**src/rtl/bcsa_pkg.sv**
```systemverilog
// rtl/bcsa_pkg.sv - shared types and constants for the bcsa error-recovery unit
//
// Purpose: FSM state type, default geometry and stats counter width used by
//          bcsa_err_recover and its block adder.
// Ports:   none (package).

package bcsa_pkg;

  typedef enum logic [1:0] {
    IDLE = 2'd0,
    RUN  = 2'd1,
    DONE = 2'd2
  } bcsa_state_t;

  localparam int BCSA_BLK    = 8;
  localparam int BCSA_WIDTH  = 32;
  localparam int BCSA_STAT_W = 16;

endpackage

```
**src/rtl/bcsa_blk_add.sv**
```systemverilog
// rtl/bcsa_blk_add.sv - combinational BLK-bit adder with carry-in and carry-out
//
// Purpose: one block of the exact ripple recomputation; time-multiplexed by
//          the top across all blocks.
// Ports:   a, b   in  BLK  block operands
//          cin    in  1    carry into the block
//          sum    out BLK  block sum
//          cout   out 1    carry out of the block

module bcsa_blk_add #(
  parameter int BLK = 8
) (
  input  logic [BLK-1:0] a,
  input  logic [BLK-1:0] b,
  input  logic           cin,
  output logic [BLK-1:0] sum,
  output logic           cout
);

  logic [BLK:0] full;

  assign full = {1'b0, a} + {1'b0, b} + {{BLK{1'b0}}, cin};
  assign sum  = full[BLK-1:0];
  assign cout = full[BLK];

endmodule

```
**src/rtl/bcsa_err_recover.sv**
```systemverilog
// rtl/bcsa_err_recover.sv - sequential exact-sum recovery for block-carry-speculative adders
//
// Purpose: accepts a, b and the speculative adder's approx_sum, recomputes the
//          exact sum one BLK-bit block per cycle with a registered ripple carry,
//          and reports exact_sum, err_flag and a per-block mismatch mask.
// Ports:   clk, rst (async, active-high)
//          in_valid/in_ready, a, b, approx_sum       operand handshake
//          out_valid/out_ready, exact_sum, err_flag,
//          err_blocks                                result handshake
//          stat_clr, stat_ops, stat_errs             only with BCSA_ERR_STATS_EN
// Macro:   BCSA_ERR_STATS_EN adds saturating operation/error counters.

module bcsa_err_recover
  import bcsa_pkg::*;
#(
  parameter  int WIDTH = BCSA_WIDTH,
  parameter  int BLK   = BCSA_BLK,
  localparam int NBLK  = WIDTH / BLK
) (
  input  logic             clk,
  input  logic             rst,
  input  logic             in_valid,
  output logic             in_ready,
  input  logic [WIDTH-1:0] a,
  input  logic [WIDTH-1:0] b,
  input  logic [WIDTH:0]   approx_sum,
  output logic             out_valid,
  input  logic             out_ready,
  output logic [WIDTH:0]   exact_sum,
  output logic             err_flag,
  output logic [NBLK-1:0]  err_blocks
`ifdef BCSA_ERR_STATS_EN
  ,
  input  logic                   stat_clr,
  output logic [BCSA_STAT_W-1:0] stat_ops,
  output logic [BCSA_STAT_W-1:0] stat_errs
`endif
);

  generate
    if ((WIDTH % BLK) != 0 || WIDTH < BLK) begin : g_bad_geometry
      $error("bcsa_err_recover: WIDTH must be a nonzero multiple of BLK");
    end
  endgenerate

  localparam int KW = (NBLK > 1) ? $clog2(NBLK) : 1;

  bcsa_state_t      state;
  logic [WIDTH-1:0] a_r;
  logic [WIDTH-1:0] b_r;
  logic [WIDTH:0]   approx_r;
  logic [KW-1:0]    k;
  logic             carry;

  int               base;
  logic [BLK-1:0]   blk_sum;
  logic             blk_cout;
  logic             blk_mis;
  logic             cout_mis;
  logic             last_blk;

  assign in_ready  = (state == IDLE);
  assign out_valid = (state == DONE);

  assign base     = int'(k) * BLK;
  assign last_blk = (k == KW'(NBLK - 1));

  bcsa_blk_add #(.BLK(BLK)) u_blk_add (
    .a    (a_r[base +: BLK]),
    .b    (b_r[base +: BLK]),
    .cin  (carry),
    .sum  (blk_sum),
    .cout (blk_cout)
  );

  assign blk_mis  = (blk_sum != approx_r[base +: BLK]);
  // The carry-out bit of the whole sum is folded into the top block's flag.
  assign cout_mis = (blk_cout != approx_r[WIDTH]);

  always_ff @(posedge clk or posedge rst) begin
    if (rst) begin
      state      <= IDLE;
      a_r        <= '0;
      b_r        <= '0;
      approx_r   <= '0;
      k          <= '0;
      carry      <= 1'b0;
      exact_sum  <= '0;
      err_blocks <= '0;
      err_flag   <= 1'b0;
    end else begin
      case (state)
        IDLE: begin
          if (in_valid) begin
            a_r        <= a;
            b_r        <= b;
            approx_r   <= approx_sum;
            k          <= '0;
            carry      <= 1'b0;
            exact_sum  <= '0;
            err_blocks <= '0;
            err_flag   <= 1'b0;
            state      <= RUN;
          end
        end
        RUN: begin
          exact_sum[base +: BLK] <= blk_sum;
          carry                  <= blk_cout;
          err_blocks[k]          <= blk_mis;
          k                      <= k + 1'b1;
          if (last_blk) begin
            exact_sum[WIDTH]       <= blk_cout;
            err_blocks[NBLK-1]     <= blk_mis | cout_mis;
            // Lower mask bits are already final; the top bit is still clear here.
            err_flag               <= (|err_blocks) | blk_mis | cout_mis;
            state                  <= DONE;
          end
        end
        DONE: begin
          if (out_ready) state <= IDLE;
        end
        default: state <= IDLE;
      endcase
    end
  end

`ifdef BCSA_ERR_STATS_EN
  logic handshake;
  assign handshake = (state == DONE) && out_ready;

  always_ff @(posedge clk or posedge rst) begin
    if (rst) begin
      stat_ops  <= '0;
      stat_errs <= '0;
    end else if (stat_clr) begin
      stat_ops  <= '0;
      stat_errs <= '0;
    end else if (handshake) begin
      if (stat_ops != '1) stat_ops <= stat_ops + 1'b1;
      if (err_flag && stat_errs != '1) stat_errs <= stat_errs + 1'b1;
    end
  end
`endif

endmodule

```
**config.mk**
```make
export PLATFORM = sky130hd
export DESIGN_NAME = bcsa_err_recover
export DESIGN_NICKNAME = d
export VERILOG_FILES = /design/src/rtl/bcsa_pkg.sv /design/src/rtl/bcsa_blk_add.sv /design/src/rtl/bcsa_err_recover.sv
export SDC_FILE = /design/constraint.sdc
export NUM_CORES = 1
export LEC_CHECK = 0
export ABC_AREA = 1
export CAP_MARGIN = 20
export CORE_MARGIN = 2
export CORE_UTILIZATION = 25
export CTS_CLUSTER_SIZE = 25
export DETAILED_ROUTE_END_ITERATION = 8
export PLACE_DENSITY = 0.44
export REMOVE_ABC_BUFFERS = 1
export SLEW_MARGIN = 5
export SYNTH_ARGS = -nofsm -noshare
export SYNTH_HDL_FRONTEND = slang
export SYNTH_SLANG_ARGS = --single-unit
```
**constraint.sdc**
```tcl
create_clock -name clk -period 4.3 [get_ports clk]
set_input_delay 0.645 -clock clk [delete_from_list [all_inputs] [get_ports clk]]
set_output_delay 0.645 -clock clk [all_outputs]
set_load 0.05 [all_outputs]
```
==> key figures, run 1 <==
Power
  – Leakage power: 4.354 nW
  – Sequential share of power: between 20% and 30%
  – Clk pwr share: 18.7%
  – Switching share of power: 48.21%
  – Net Sw Power: 4.095 mW
  – Power per cell area: 945.5 mW/mm^2
  – Gate power share: 53.7%
  – Pint: 4.399 mW
  – VDD IR-drop max: 0.4243 mV

Critical path
  – Worst endpoint required time: 4.61 ns
  – CP Class: flip-flop to flip-flop
  – Worst Setup EP: err_blocks[3]
  – Cell mode on critical path: nand2_1
  – FF-to-FF setup slack: 0.94 ns
  – CP arrival: 3.67 ns
  – Slowest stage cell, crit path: dfrtp_2
  – CP cell instances: inv_2 > o21ai_0 > o22ai_1 > fa_1 > fa_1 > xnor2_1 > inv_1 > nand2_1 > nand2_1 > nor2_1 > nand2_1 > nor2_2 > nand4_1 > nand2_1 > nand2_1
  – CP Depth: 15
  – Beginning of the critical path: k[0]
  – Critical path buffers and inverters: 2
  – CP Capture Type: flip-flop
  – CP delay by family, top: adder cells
  – Crit-path max FO: 31
  – Critical Path Max Stage Delay: around 0.60 ns
  – FF-to-FF path depth: 15
  – Startpoint types: flip-flop
  – FF-to-FF End: err_blocks[3]
  – Reg2reg start: k[0]

Timing
  – Hold Vio Cnt, Final: 0
  – Setup WS post-layout: approximately 0.94 ns
  – Minimum clock period: around 3.4 ns
  – Slew Limit Fails: 0
  – FMAX: 297.6 MHz
  – Final period utilization: approximately four fifths
  – RSZ-0062 raised after global routing: false
  – Final Skew: between 0.005 and 0.006 ns
  – Worst hold slack: 0.4744 ns
  – Worst Tran Pin Value: 0.7704 ns
  – # setup viols final: 0
  – Slew margin rel.: 48.64%

Synthesis
  – Yosys reg bits: 140
  – Register area share after synthesis: 52.84%
  – Mapped Cells: ~850
  – Distinct cells, synth: 30
  – Syn_area_per_cell: 7.791 um^2
  – Synth Cell Area: about 0.0066 mm^2
  – YS warnings: 0

Clocking
  – Clk pin slew, worst setup/hold paths: 0.06 ns
  – Cts-stage hold buffer count: 0
  – CTS Buf Count: 17
  – # Post-CTS Setup Buffers: 0
  – PostCTS Resize Cnt: 0
  – Root Driver: clkbuf_16
  – CTS tree: built
  – Worst-Skew Late Latency: 0.42 ns
  – Bufs on Longest Clock Path: 2
  – Clock tree sinks: 140
  – Htree depth: 4

GRT
  – First-pass GRT wire length: between 30000 and 40000 um
  – Largest net degree at the start of global routing: about 80
  – Initial antenna violation count: 0
  – Total track usage: 15.19%
  – Number of global-route vias before repair: roughly 6100
  – GRT overflow: 0

Drt
  – Vias per cell: around 4.5
  – Routed wire length per instance: 15.33 um
  – WL final: 20340 um
  – ANT nets after route: 0
  – # DRC: 0
  – Via total after detailed routing: 5948
  – Drt first pass iters: 5
  – Initial DRC count: 384

Place
  – Post-DP HPWL: 14770 um
  – Placer Congestion: 0.8156
  – Buffers added on ports: 140
  – DP Worst Slack: 0.9207 ns

Flow run
  – Max_cap viols: 0

Floorplanning
  – Chip width: roughly 170 um
  – Die height: between 150 and 200 um
  – CORE AREA: about 0.026 mm^2
  – Io pins: 141
  – Die area: 0.02784 mm^2
  – Num rows: between 50 and 60
  – Starting Density: 25.44%

Status
  – Status: complete, no violations

Cells and area
  – Synth-to-Final Area Change: 35.50%
  – Nets: around 1100
  – Layout cells sized above 1: 4.940%
  – Diodes inserted: 0

Hold path
  – Hold Crit Class: flip-flop to flip-flop
[per-layer routing]
layer | share of wire, % | GRT usage, % | vias to the layer above | wire length [um]
li1 | - | - | 2985 | -
met1 | 48 | 20.89 | 2802 | 9798
met2 | 47 | 24.35 | 145 | 9464
met3 | 4.1 | 3.042 | 16 | 839
met4 | 1.2 | 4.198 | 0 | 238
met5 | 0 | 0 | - | 0
[worst reg2reg max path: stages, from the launching register on]
cell and delay, ns:
dfrtp_2 0.60, inv_2 0.30, o21ai_0 0.26, o22ai_1 0.12, fa_1 0.42, fa_1 0.44
xnor2_1 0.35, inv_1 0.12, nand2_1 0.08, nand2_1 0.05, nor2_1 0.08, nand2_1 0.06
nor2_2 0.09, nand4_1 0.13, nand2_1 0.10, nand2_1 0.05
[metrics by stage]
step	total power, mW	TNS [ns]	utilization (%)	instance area (um^2)	std cells
final	8.494	0	34.47	8984	1327
after global placement	6.974	0	32.04	8351	1295
after CTS	8.625	0	34.47	8984	1327
after detailed placement	6.996	0	32.04	8351	1295
after floorplan	5.432	-114.04	-	6447	811
after global routing	9.347	0	34.47	8984	1327
[worst min path at each step]
stage,from,end,slack [ns],cells after the start
global placement,b_r[9],b_r[9],0.46,2
floorplan,a_r[16],a_r[16],0.44,2
global route,approx_r[0],approx_r[0],0.50,2
finish,a_r[20],a_r[20],0.47,2
CTS,a_r[20],a_r[20],0.48,2
detailed placement,a_r[20],a_r[20],0.46,2
[synthesized netlist by cell type (all sizes together)]
master    n  area [um^2]
o21ai    63        315.3
nand4     5        31.28
nor2     45        173.9
fa        2        40.04
nand3    61        305.3
nand3b    4        30.03
o22ai    17        106.4
nand2   405         1520
clkinv    2        7.510
nor3      1        5.000
a21oi     5        25.02
o31ai     8        60.06
a31oi     2        12.51
ha       11        137.6
o21a      1        7.510
xnor2     1        8.760
o21bai    1        7.510
inv      34        127.6
nor4      1        6.260
buf      22        115.1
o211ai    1        7.510
dfrtp   140         3503
clkbuf   18        67.56
a22o      1        8.760
[kinds of logic after synthesis]
logic type	synth area share, %
AO/OA/AOI/OAI	8.303
buffers and inverters	4.793
adder cells (fa/ha/maj)	2.680
flip-flops	52.84
XOR/XNOR	0.1321
AND/OR/NAND/NOR	31.25
[placed cells by master (no fill, tap or decap), types with 5 or more instances in the layout]
master,count
buf_4,9
a21oi_1,5
nand3_1,61
clkbuf_16,17
nor2_1,43
o31ai_1,8
dfrtp_1,139
ha_1,11
nand2_1,404
o22ai_1,17
clkdlybuf4s50_1,140
nand4_1,5
o21ai_0,62
inv_1,30
[flip-flops by register name, summed over array words and instances, names as in the netlist]
name,flops
approx_r,33
exact_sum,33
a_r,32
b_r,32
err_blocks,4
k,2
state,2
carry,1
err_flag,1
[area by class of cell]
class,instances,area [um^2]
well taps,335,419.2
multi-input cells,635,2816
inverters,36,141.4
clock inverters,14,193.9
clock buffers,18,439.2
flip-flops and latches,140,3505
fillers,2815,17080
repair buffers,149,1469
[power groups by stage]
stage          Sequential [mW]  Clock [mW]  Combinational, mW
2_1_floorplan             2.74           0               2.69
5_1_grt                   2.43        1.68               5.24
3_3_place_gp              2.38           0               4.59
4_1_cts                   2.36        1.63               4.64
6_report                  2.35        1.58               4.56
3_5_place_dp              2.38           0               4.62
Note: power is estimated with default switching activity, not from simulation.
==> run 2, diff against run 1 <==
--- a/config.mk
+++ b/config.mk
@@ -11,7 +11,7 @@
 export CORE_UTILIZATION = 25
 export CTS_CLUSTER_SIZE = 25
 export DETAILED_ROUTE_END_ITERATION = 8
-export PLACE_DENSITY = 0.44
+export PLACE_DENSITY = 0.42
 export REMOVE_ABC_BUFFERS = 1
 export SLEW_MARGIN = 5
 export SYNTH_ARGS = -nofsm -noshare
==> constraint.sdc (replaced) <==
create_clock -name clk -period 3.1 [get_ports clk]
set_input_delay 0.465 -clock clk [delete_from_list [all_inputs] [get_ports clk]]
set_output_delay 0.465 -clock clk [all_outputs]
set_load 0.05 [all_outputs]
==> run 2 against run 1 <==
Net effect:
- clock power grew 33%
- via count shrank 0.37%
- largest cell class unchanged
- sequential power up 36%
- worst setup slack worse by 0.66 ns
- die area is the same
- final area up 0.86%
- hold slack about the same
- combinational power is 46% higher
- sequential share of layout area fell by 0.33 points
- flip-flop and latch count did not move
==> key figures, run 2 (synthesized netlist as in run 1, its figures left out) <==
Status
  – Status: complete, no violations

Critical path
  – CP cell instances: inv_2 > buf_4 > nor2_1 > o22ai_1 > fa_1 > fa_2 > nand2_1 > nand2_1 > nand3_1 > nand2_1 > nand2_1 > nand2_1 > nand2_1 > nand2_1 > nor2_1 > nand4_1 > nand2_1 > nand2_1
  – Slowest stage cell, crit path: fa_1
  – Startpoint types: flip-flop
  – Reg2reg start: k[0]
  – Cell mode on critical path: nand2_1
  – FF-to-FF End: err_blocks[3]
  – Critical Path Max Stage Delay: around 0.42 ns
  – Worst Setup EP: err_blocks[3]
  – CP arrival: 3.14 ns
  – Worst endpoint required time: roughly 3.4 ns
  – FF-to-FF path depth: 18
  – FF-to-FF setup slack: around 0.28 ns
  – Beginning of the critical path: k[0]
  – CP Capture Type: flip-flop
  – CP Class: flip-flop to flip-flop
  – Crit-path max FO: 11

Power
  – Leakage power: 4.403 nW
  – VDD IR-drop max: 0.7988 mV
  – Sequential share of power: 26.8%
  – Pint: 6.151 mW
  – Power per cell area: 1320 mW/mm^2
  – Net Sw Power: 5.805 mW
  – Gate power share: 55.6%
  – Switching share of power: 48.55%
  – Clk pwr share: 17.6%

Clocking
  – Cts-stage hold buffer count: 0
  – Clock tree sinks: 140
  – Worst-Skew Late Latency: 0.43 ns
  – Bufs on Longest Clock Path: 2
  – Root Driver: clkbuf_16
  – Clk pin slew, worst setup/hold paths: 0.07 ns
  – Htree depth: 4
  – CTS Buf Count: 17
  – CTS tree: built

GRT
  – Total track usage: roughly 15%
  – GRT overflow: 0
  – First-pass GRT wire length: 33150 um
  – Initial antenna violation count: 0
  – Largest net degree at the start of global routing: 65
  – Number of global-route vias before repair: 5864

Place
  – Area after DPL: 0.008453 mm^2
  – Placer Congestion: slightly above 0.8
  – Buffers added on ports: 140
  – DP Worst Slack: 0.2294 ns
  – Post-DP HPWL: 14970 um

Cells and area
  – Highest-count cells in the layout ignoring fill and taps: 404 x nand2_1, 140 x clkdlybuf4s50_1, 139 x dfrtp_1
  – Synth-to-Final Area Change: 36.67%
  – Multi-input logic area: between 0.002 and 0.003 mm^2
  – Diodes inserted: 0
  – Sequential Area: 0.003505 mm^2
  – # fillers: roughly 2800
  – Most common cell after layout, fill and taps aside: nand2_1
  – Nets: between 1000 and 1500
  – Design area: 0.009061 mm^2
  – Layout cells sized above 1: under 10%
  – Biggest regs: approx_r: 33 flops, exact_sum: 33 flops

Hold path
  – Hold path start: a_r[14]
  – Hold Crit Class: flip-flop to flip-flop

Drt
  – Initial DRC count: 369
  – Routed wire length per instance: between 15 and 20 um
  – WL final: 20590 um
  – Via total after detailed routing: between 5000 and 6000
  – Drt first pass iters: 4
  – ANT nets after route: 0
  – Vias per cell: 4.422
  – # DRC: 0

Timing
  – # setup viols final: 0
  – Worst Tran Pin Value: 0.6895 ns
  – Hold Vio Cnt, Final: 0
  – Final period utilization: approximately nine tenths
  – Slew margin rel.: 54.03%
  – Setup WS post-layout: roughly 0.28 ns
  – Minimum clock period: 2.823 ns
  – FMAX: 354.2 MHz
  – Final Skew: 0.01628 ns
  – Slew Limit Fails: 0

Floorplanning
  – CORE AREA: 0.02606 mm^2
  – Starting Density: approximately a quarter
  – Num rows: 59
  – Die height: 166.9 um
  – Die area: between 0.02 and 0.03 mm^2
  – Io pins: 141
  – Chip width: 166.9 um

Flow run
  – Max_cap viols: 0
## run 2: power groups by stage
stage	clock [mW]	combinational [mW]	sequential (mW)
2_1_floorplan	0	3.73	3.81
3_3_place_gp	0	6.66	3.25
3_5_place_dp	0	6.69	3.23
4_1_cts	2.15	6.71	3.22
5_1_grt	2.23	7.52	3.31
6_report	2.10	6.65	3.20
## run 2: what timing repair did
action | CTS | global route
resized for setup | 0 | 1
setup buffers | 0 | 1
endpoints found under the setup margin | 0 | 5
## run 2: area by class of cell
cell class	instances	area share, %
tap	335	4.626
inverter	36	1.560
timing repair buffer	162	17.43
clock buffer	17	4.695
sequential	140	38.68
multi-input combinational	635	31.11
clock inverter	15	1.906
## run 2: worst min path at each step
| stage | endpoint | depth (start not counted) |
|---|---|---|
| 6_report | a_r[14] | 2 |
| 5_1_grt | a_r[21] | 2 |
| 4_1_cts | a_r[14] | 2 |
| 3_5_place_dp | a_r[14] | 2 |
| 3_3_place_gp | a_r[15] | 2 |
| 2_1_floorplan | a_r[16] | 2 |
## run 2: stage by stage
stage	power [mW]	TNS, ns	utilization [%]	instances	hold WS [ns]
after floorplan	7.535	-402.95	-	811	0.4436
after global placement	9.911	0	32.44	1307	0.4576
after detailed placement	9.921	0	32.44	1307	0.4609
after CTS	12.08	0	34.73	1339	0.4779
after global routing	13.06	-0.01797	34.77	1340	0.4939
final	11.96	0	34.77	1340	0.4741
## run 2: worst max-delay path, delay by kind of cell (launching register included)
| family | cells | cell delay, ns |
|---|---|---|
| and+or+nand+nor | 13 | 1.14 |
| DFF | 1 | 0.41 |
| AOI/OAI and AO/OA | 1 | 0.11 |
| buffers and inverters | 2 | 0.24 |
| adders and majority gates | 2 | 0.81 |
## run 2: metal layers
layer	vias up	track usage [%]	wire (um)
met5	-	0	0
met1	2760	21.62	10140
met3	9	3.184	800
li1	3021	-	-
met2	136	23.46	9459
met4	0	3.561	189
==> run 3, diff against run 2 <==
--- a/config.mk
+++ b/config.mk
@@ -11,7 +11,8 @@
 export CORE_UTILIZATION = 25
 export CTS_CLUSTER_SIZE = 25
 export DETAILED_ROUTE_END_ITERATION = 8
-export PLACE_DENSITY = 0.42
+export DONT_BUFFER_PORTS = 1
+export PLACE_DENSITY = 0.35
 export REMOVE_ABC_BUFFERS = 1
 export SLEW_MARGIN = 5
 export SYNTH_ARGS = -nofsm -noshare
==> constraint.sdc (replaced) <==
create_clock -name clk -period 3.14 [get_ports clk]
set_input_delay 0.471 -clock clk [delete_from_list [all_inputs] [get_ports clk]]
set_output_delay 0.471 -clock clk [all_outputs]
set_load 0.05 [all_outputs]
==> run 3 against run 2 <==
Net effect:
- sequential share of layout area rose by 7.4 points
- flip-flop and latch count did not move
- non-clock buffer count fell by 143
==> key figures, run 3 (synthesized netlist as in run 1, its figures left out) <==
Cells and area
  – Highest-count cells in the layout ignoring fill and taps: 404 x nand2_1, 138 x dfrtp_1, 62 x o21ai_0
  – Diodes inserted: 0
  – Fin cells: 1196
  – Layout cells sized above 1: 6.852%
  – Biggest regs: approx_r: 33 flops, exact_sum: 33 flops
  – Synth-to-Final Area Change: 14.78%
  – Nets: 963
  – Most common cell after layout, fill and taps aside: nand2_1
  – Design area: approximately 0.0076 mm^2

Timing
  – RSZ-0062 raised after global routing: false
  – Slew margin rel.: 36.09%
  – Hold Vio Cnt, Final: 0
  – Final period utilization: 88.86%
  – TNS Setup: 0 ns
  – Slew Limit Fails: 0
  – Worst Tran Pin Value: 0.9551 ns
  – FMAX: between 300 and 400 MHz
  – Final Skew: 0.008919 ns
  – Minimum clock period: 2.790 ns
  – # setup viols final: 0

Critical path
  – FF-to-FF End: err_blocks[2]
  – Beginning of the critical path: k[0]
  – Startpoint types: flip-flop
  – CP Class: flip-flop to flip-flop
  – Crit-path max FO: 8
  – FF-to-FF setup slack: 0.35 ns
  – CP Capture Type: flip-flop
  – Worst endpoint required time: 3.45 ns
  – CP arrival: 3.10 ns
  – FF-to-FF path depth: 17
  – Reg2reg start: k[0]

GRT
  – Number of global-route vias before repair: 5701
  – Total track usage: 15.31%
  – First-pass GRT wire length: between 30000 and 40000 um
  – Initial antenna violation count: 0
  – Largest net degree at the start of global routing: 73
  – GRT overflow: 0

Hold path
  – Hold Crit Class: primary input to async pin

Clocking
  – Htree depth: 4
  – Worst-Skew Late Latency: 0.42 ns
  – CTS tree: built
  – Clk pin slew, worst setup/hold paths: 0.06 ns
  – Cts-stage hold buffer count: 0
  – Bufs on Longest Clock Path: 2
  – Root Driver: clkbuf_16
  – CTS Buf Count: 17
  – Clock tree sinks: 140

Floorplanning
  – Die area: 0.02784 mm^2
  – CORE AREA: 0.02606 mm^2
  – Starting Density: 25.44%
  – Num rows: around 60
  – Io pins: 141
  – Die height: 166.9 um
  – Chip width: 166.9 um

Place
  – Buffers added on ports: 0
  – Placed cell count: roughly 1200
  – Placer Congestion: around 0.8
  – Area after DPL: 0.007049 mm^2
  – Post-DP HPWL: 15140 um

Drt
  – ANT nets after route: 0
  – # DRC: 0
  – Drt first pass iters: 4
  – WL final: 20850 um
  – Via total after detailed routing: roughly 5500
  – Initial DRC count: between 300 and 400
  – Vias per cell: roughly 4.6
  – Routed wire length per instance: 17.44 um

Flow run
  – Max_cap viols: 0

Status
  – Status: complete, no violations
[run 3: changes by cell type in the layout (fill, tap and decap cells not counted), sizes merged]
cell and delta:
buf -3, clkinv -1, clkbuf +4, inv -2, clkdlybuf4s50 -140, bufinv -2
[run 3: stage by stage]
| step | hold WS (ns) | utilization, % | setup WS (ns) |
|---|---|---|---|
| floorplan | 0.4436 | - | -2.447 |
| global placement | 0.4575 | 27.05 | 0.3386 |
| detailed placement | 0.4607 | 27.05 | 0.2658 |
| CTS | 0.02802 | 29.18 | 0.2453 |
| global route | 0.04970 | 29.20 | 0.02396 |
| finish | 0.009133 | 29.20 | 0.3498 |
[run 3: per-layer routing]
layer | wire, um | vias to the layer above | track usage [%]
li1 | - | 2728 | -
met1 | 9710 | 2638 | 20.37
met2 | 9774 | 130 | 24.60
met3 | 1017 | 17 | 3.802
met4 | 351 | 0 | 4.610
met5 | 0 | - | 0
[run 3: timing repair]
action                                  CTS  global route
endpoints found under the hold margin     0             0
endpoints found under the setup margin    0             5
setup buffers                             0             0
gates resized for setup                   0             3
[run 3: how the worst max path moves through the flow]
stage,endpoint,slack [ns],cells past startpoint
5_1_grt,err_blocks[1],0.02,17
3_5_place_dp,err_blocks[0],0.27,17
4_1_cts,err_blocks[0],0.25,17
6_report,err_blocks[2],0.35,17
3_3_place_gp,err_blocks[2],0.34,15
2_1_floorplan,exact_sum[32],-2.45,7
[run 3: layout make-up]
| type | instances | area, um^2 |
|---|---|---|
| fill | 2837 | 18450 |
| sequential | 140 | 3506 |
| multi-input combinational | 635 | 2821 |
| clock buffer | 21 | 460.4 |
| tap | 335 | 419.2 |
| timing repair buffer | 19 | 167.7 |
| inverter | 36 | 141.4 |
| clock inverter | 10 | 93.84 |
[run 3: worst max-delay path, stage by stage, from the launching register on]
cell and delay, ns:
dfrtp_2 0.43, inv_2 0.09, o21ai_0 0.17, o22ai_1 0.12
fa_1 0.45, fa_2 0.38, nand2_1 0.08, nand2_1 0.06
nand3_1 0.09, nand2_1 0.05, nand2_1 0.11, nand2_1 0.10
nand2_1 0.08, nand2_1 0.06, nor2_2 0.14, nand3_1 0.14
nand3_1 0.10, nand2_1 0.05
Power of run 3 is not shown: default switching activity piles up to over one toggle a cycle in this logic, so the estimate is an artifact.
